### src/rtl/tp_pattern_ctrl.sv
// tp_pattern_ctrl: test-pattern controller between the VGA timing generator and the
// video output path.
//
// Watches the generator's vsync/hsync/dval, starts and stops pattern output only on
// frame boundaries (vsync_i rising), picks one of four patterns (manually or by
// auto-cycling every N frames) and drives registered, sync-aligned RGB888 data.
//
// Optional build macro: TP_CROSSHAIR_EN adds a white crosshair overlay at column HACT/2
// and row VACT/2 while pattern output is active. Without it no overlay logic exists.
//
// Ports:
//   px_clk            pixel clock
//   sys_rst           synchronous active-high reset
//   vsync_i           frame-active from timing generator (rising edge = frame boundary)
//   hsync_i           line sync from timing generator
//   dval_i            active-pixel strobe from timing generator
//   start_i           1-cycle pulse: arm pattern output at the next frame boundary
//   stop_i            1-cycle pulse: stop after the current frame (wins over start_i)
//   auto_en_i         1 = auto-cycle patterns, 0 = manual (mode_sel_i)
//   mode_sel_i        manual pattern id
//   frames_per_pat_i  frames per pattern in auto mode (0 behaves as 1)
//   vsync_o/hsync_o/dval_o  inputs delayed by exactly one cycle
//   rdata_o/gdata_o/bdata_o pixel data aligned with dval_o
//   busy_o            high while waiting for a frame, running or stop-pending
//   pat_id_o          pattern currently displayed
//   frame_cnt_o       frames started in RUN (wraps)
//   frame_start_o     1-cycle pulse at each frame boundary that starts a RUN frame

module tp_pattern_ctrl #(
  parameter int unsigned HACT       = 640,
  parameter int unsigned VACT       = 480,
  parameter int unsigned CHECK_LOG2 = 5
) (
  input  logic        px_clk,
  input  logic        sys_rst,
  input  logic        vsync_i,
  input  logic        hsync_i,
  input  logic        dval_i,
  input  logic        start_i,
  input  logic        stop_i,
  input  logic        auto_en_i,
  input  logic [1:0]  mode_sel_i,
  input  logic [7:0]  frames_per_pat_i,
  output logic        vsync_o,
  output logic        hsync_o,
  output logic        dval_o,
  output logic [7:0]  rdata_o,
  output logic [7:0]  gdata_o,
  output logic [7:0]  bdata_o,
  output logic        busy_o,
  output logic [1:0]  pat_id_o,
  output logic [15:0] frame_cnt_o,
  output logic        frame_start_o
);

  localparam int unsigned BarW = HACT / 8;

  // Bar colours left to right: white, yellow, cyan, green, magenta, red, blue, black.
  localparam logic [23:0] BarColor [8] = '{
    24'hFFFFFF, 24'hFFFF00, 24'h00FFFF, 24'h00FF00,
    24'hFF00FF, 24'hFF0000, 24'h0000FF, 24'h000000
  };

  typedef enum logic [1:0] {
    StIdle,
    StWaitFrame,
    StRun,
    StStopPend
  } state_e;

  state_e      state_q, state_d;
  logic        vs_edge_q;
  logic        vsync_q, hsync_q, dval_q;
  logic [15:0] x_q, y_q;
  logic [1:0]  pat_id_q, pat_id_d;
  logic [7:0]  ppc_q, ppc_d;
  logic [15:0] frame_cnt_q, frame_cnt_d;
  logic        frame_start_q, frame_start_d;
  logic [23:0] rgb_q, rgb_d;

  logic        fb;
  logic        active;
  logic [8:0]  ppc_inc;
  logic [8:0]  fpp_eff;

  // Edge register resets high so a vsync_i already high at reset release is not an edge.
  assign fb      = vsync_i & ~vs_edge_q;
  assign active  = (state_q == StRun) || (state_q == StStopPend);
  assign ppc_inc = {1'b0, ppc_q} + 9'd1;
  assign fpp_eff = (frames_per_pat_i == 8'd0) ? 9'd1 : {1'b0, frames_per_pat_i};

  // State machine and per-frame pattern load.
  always_comb begin
    state_d       = state_q;
    pat_id_d      = pat_id_q;
    ppc_d         = ppc_q;
    frame_cnt_d   = frame_cnt_q;
    frame_start_d = 1'b0;

    unique case (state_q)
      StIdle: begin
        if (start_i && !stop_i) begin
          state_d = StWaitFrame;
        end
      end
      StWaitFrame: begin
        if (stop_i) begin
          state_d = StIdle;
        end else if (fb) begin
          state_d       = StRun;
          ppc_d         = 8'd0;
          pat_id_d      = auto_en_i ? pat_id_q : mode_sel_i;
          frame_cnt_d   = frame_cnt_q + 16'd1;
          frame_start_d = 1'b1;
        end
      end
      StRun: begin
        if (stop_i) begin
          state_d = StStopPend;
        end
        // A boundary coinciding with stop_i still starts that frame; the next one ends it.
        if (fb) begin
          frame_cnt_d   = frame_cnt_q + 16'd1;
          frame_start_d = 1'b1;
          if (auto_en_i) begin
            if (ppc_inc >= fpp_eff) begin
              ppc_d    = 8'd0;
              pat_id_d = pat_id_q + 2'd1;
            end else begin
              ppc_d = ppc_inc[7:0];
            end
          end else begin
            pat_id_d = mode_sel_i;
          end
        end
      end
      StStopPend: begin
        if (fb) begin
          state_d = StIdle;
        end
      end
      default: state_d = StIdle;
    endcase
  end

  // Pixel generation from the live x/y counters; registered once below.
  always_comb begin
    logic [23:0] pix;
    logic [23:0] bar_rgb;
    logic        bar_found;
    logic [7:0]  ramp;

    bar_rgb   = 24'h0;
    bar_found = 1'b0;
    // Bar index by comparison against bar edges; x >= HACT matches no bar and stays black.
    for (int unsigned i = 0; i < 8; i++) begin
      if (!bar_found && ({16'b0, x_q} < (i + 1) * BarW)) begin
        bar_rgb   = BarColor[i[2:0]];
        bar_found = 1'b1;
      end
    end

    ramp = (|x_q[15:10]) ? 8'hFF : x_q[9:2];

    pix = 24'h0;
    unique case (pat_id_q)
      2'd0: pix = 24'h0;
      2'd1: pix = bar_rgb;
      2'd2: pix = {ramp, ramp, ramp};
      2'd3: pix = (x_q[CHECK_LOG2] ^ y_q[CHECK_LOG2]) ? 24'hFFFFFF : 24'h0;
      default: pix = 24'h0;
    endcase

`ifdef TP_CROSSHAIR_EN
    if ((x_q == 16'(HACT / 2)) || (y_q == 16'(VACT / 2))) begin
      pix = 24'hFFFFFF;
    end
`endif

    rgb_d = (dval_i && active) ? pix : 24'h0;
  end

  always_ff @(posedge px_clk) begin
    if (sys_rst) begin
      state_q       <= StIdle;
      vs_edge_q     <= 1'b1;
      vsync_q       <= 1'b0;
      hsync_q       <= 1'b0;
      dval_q        <= 1'b0;
      x_q           <= 16'd0;
      y_q           <= 16'd0;
      pat_id_q      <= 2'd0;
      ppc_q         <= 8'd0;
      frame_cnt_q   <= 16'd0;
      frame_start_q <= 1'b0;
      rgb_q         <= 24'h0;
    end else begin
      state_q       <= state_d;
      vs_edge_q     <= vsync_i;
      vsync_q       <= vsync_i;
      hsync_q       <= hsync_i;
      dval_q        <= dval_i;
      pat_id_q      <= pat_id_d;
      ppc_q         <= ppc_d;
      frame_cnt_q   <= frame_cnt_d;
      frame_start_q <= frame_start_d;
      rgb_q         <= rgb_d;

      if (!dval_i) begin
        x_q <= 16'd0;
      end else if (x_q != 16'hFFFF) begin
        x_q <= x_q + 16'd1;
      end

      // dval_q doubles as the previous-cycle dval for line-end detection.
      if (fb) begin
        y_q <= 16'd0;
      end else if (dval_q && !dval_i && (y_q != 16'hFFFF)) begin
        y_q <= y_q + 16'd1;
      end
    end
  end

  assign vsync_o       = vsync_q;
  assign hsync_o       = hsync_q;
  assign dval_o        = dval_q;
  assign rdata_o       = rgb_q[23:16];
  assign gdata_o       = rgb_q[15:8];
  assign bdata_o       = rgb_q[7:0];
  assign busy_o        = (state_q != StIdle);
  assign pat_id_o      = pat_id_q;
  assign frame_cnt_o   = frame_cnt_q;
  assign frame_start_o = frame_start_q;

endmodule

### config.mk
export PLATFORM = sky130hd
export DESIGN_NAME = tp_pattern_ctrl
export DESIGN_NICKNAME = d
export VERILOG_FILES = /design/src/rtl/tp_pattern_ctrl.sv
export SDC_FILE = /design/constraint.sdc
export NUM_CORES = 1
export LEC_CHECK = 0
export ABC_CLOCK_PERIOD_IN_PS = 5300
export BUFFER_PORTS_ARGS = -buffer_cell sky130_fd_sc_hd__buf_2
export CAP_MARGIN = 0
export CORE_UTILIZATION = 29
export DETAILED_ROUTE_END_ITERATION = 10
export GPL_ROUTABILITY_DRIVEN = 0
export SLEW_MARGIN = 20
export SYNTH_ARGS = -nofsm -noshare
export SYNTH_HDL_FRONTEND = slang
export SYNTH_SLANG_ARGS = --single-unit
### constraint.sdc
create_clock -name px_clk -period 5.3 [get_ports px_clk]
set_clock_uncertainty 0.1 [all_clocks]
set_input_delay 0.265 -clock px_clk [delete_from_list [all_inputs] [get_ports px_clk]]
set_output_delay 0.265 -clock px_clk [all_outputs]
set_load 0.03 [all_outputs]
==> results.toml <==
[synthesis]
syn_nets = 534
synthCells = 495
synth_seq_area_share = 0.402
syn-cell-area_um2 = 4430
syn_avg_cell_area_um2 = 8.95
ys_warn_count = 0
ys_types = 57
async_reset_ff_frac = 0
ys.flop_type = "dfxtp_1"
synth_edf_count = 0
synth_seq_cells = 89

[timing]
tightest_slew_ns = 0.888
hold_slack_ns = 0.0381
relSlewSlack = 0.403
finalSetupTns_ns = 0
finalCriticalPeriod_ns = 3.04
hold_violations = 0
setup_violations = 0
max_freq_mhz = 329
slew_viol_final = 0
grt_setup_unrepaired = "no"
finalCritPeriodShare = 0.573

[worst_setup_path]
crit_type = "reg2reg"
worst_r2r_path_depth = 11
r2r_end = "ppc_q[0]"
startpoint = "ppc_q[0]"
r2r_slack_ns = 2.26
cp.arrival_ns = 3.23
cp_max_fo = 7
crit_end = "ppc_q[0]"
critical_path_required_ns = 5.49
rr_startpoint = "ppc_q[0]"
crit_path_end_kind = "flip-flop"
start_kind = "flip-flop"

[global_route]
track_usage = 0.123
grt_max_degree = 33
grt_overflow_total = 0
first_global_vias = 3453
grt_pass1_wl_um = 15900
antenna_found_initial = 0

[routing]
final_antenna_net_count = 0
num_vias = 3654
drt_iter0_drc = 160
wl_um = 9360
drt_pass1_iterations = 7
wl_per_cell_um = 12.6
drc = 2
viasPerCell = 4.92

[final_layout]
area_delta_synth_final_pct = 18.3
fill_cells = 1455
drive_gt1_frac = 0.181
layout.area.seq_um2 = 1780
diodes = 0
multi_input_area_um2 = 2490
final_cells = 742
nNetsFinal = 592

[die]
coreArea_um2 = 14700
io-pin-count = 65
start_util = 0.301
die_area_um2 = 15800
fp.dieW_um = 126
rows = 44
die_y_um = 126

[clock_tree]
cts_resized = 0
clock_path_buffers = 2
cts_sinks = 89
htreeDepth = 3
cts_hold_buf = 0
postCtsSetupRepairBufs = 0
tritoncts.num_buffers = 9
path_clk_slew_ns = 0.07
cts_root_buf = "clkbuf_16"
cts_tree = "built"
worstSkewPairLatency_ns = 0.35

[hold_path]
min-delay-start = "hsync_i"
hp-class = "in2reg"

[place]
post-dp-hpwl_um = 6990
portBuffers = 64
post-place-cells = 726

[status]
outcome = "complete, but fails checks"
violations = "DRC"

[flow_run]
drv_cap = 0

[power_and_ir_drop]
leakagePower_nw = 2.25
vdd_drop_max_uv = 158
p_per_area_nw_per_um2 = 279
p_total_mw = 1.46
[synth_stat cells (all sizes together) (5+ instances only)]
cell	instances	area share
nor2b	7	0.0099
nand3	19	0.024
and4	5	0.0099
o21a	8	0.014
nor2	53	0.045
xnor2	14	0.028
nand2b	5	0.0071
a21o	6	0.010
inv	22	0.019
nor4	7	0.020
nand2	34	0.029
nand4	13	0.018
a211oi	8	0.015
buf	9	0.0096
dfxtp	89	0.40
xor2	27	0.053
nor3	9	0.014
and3	15	0.021
clkbuf	8	0.0068
a21oi	18	0.020
ha	21	0.059
and2	13	0.018
o21ai	31	0.037
[metrics by stage]
step,instance area (µm²),setup WS [ns],util
final,5240,2.26,0.357
after global routing,5240,1.98,0.357
after CTS,5240,2.29,0.357
after detailed placement,4910,2.31,0.334
after global placement,4910,2.40,0.334
after floorplan,4430,2.61,-
[cell type report]
class,instances,area share
clock inverter,7,0.0208
multi-input combinational,367,0.476
timing repair buffer,64,0.0611
tap,184,0.0439
clock buffer,9,0.0429
inverter,22,0.0157
sequential,89,0.340
[sequential cells by signal, summed over array words and instances (netlist names), 2 cells and up, named ones only]
signal       count
y_q             16
x_q             16
pat_id_o         2
ppc_q            8
frame_cnt_o     16
rgb_q           24
[critical path, stage by stage (launching register included)]
cell      delay [ns]
dfxtp_1         0.38
ha_1            0.26
and3_1          0.22
nand3_1         0.10
or2_2           0.30
nand2_1         0.08
ha_1            0.24
a21o_1          0.19
a211oi_1        0.29
nand4b_1        0.33
nor2_2          0.29
mux2_2          0.20
[per-layer routing]
metal	wire length [µm]	vias up	global-route usage
li1	-	1876	-
met1	4560	1706	0.160
met2	4330	63	0.195
met3	328	9	0.0221
met4	139	0	0.0646
met5	0	-	0
[worst min path at each step]
stage                      to  slack (ns)  cells past startpoint
floorplan           vs_edge_q        0.27                      1
CTS                   hsync_o        0.03                      2
global route          hsync_o        0.04                      2
global placement      hsync_o        0.37                      2
detailed placement   ppc_q[1]        0.38                      1
finish                hsync_o        0.04                      2
[cell usage in the layout, fill, tap and decap left out, drive strengths merged, types with 13 or more instances in the layout]
master	instances
a21oi	18
and2	13
and3	15
buf	64
dfxtp	89
ha	21
inv	27
nand2	34
nand3	19
nand4	13
nor2	53
o21ai	31
xnor2	14
xor2	27
[cells by family (layout without fill, tap and decap cells)]
family / count (synthesis) / after routing / share of synthesized area
AND/OR/NAND/NOR: 197 / 197 / 0.249
AO/OA/AOI/OAI: 99 / 99 / 0.152
flip-flops: 89 / 89 / 0.402
XOR/XNOR: 41 / 41 / 0.0810
buffers and inverters: 39 / 102 / 0.0350
adder cells (fa/ha/maj): 22 / 22 / 0.0615
multiplexers: 8 / 8 / 0.0192
[power breakdown]
part / total, mW / internal, mW / switching [mW]
registers: 0.678 / 0.673 / 0.00458
logic: 0.0702 / 0.0232 / 0.0469
clock network: 0.712 / 0.425 / 0.288
No activity file was read; power rests on OpenSTA's default activity.
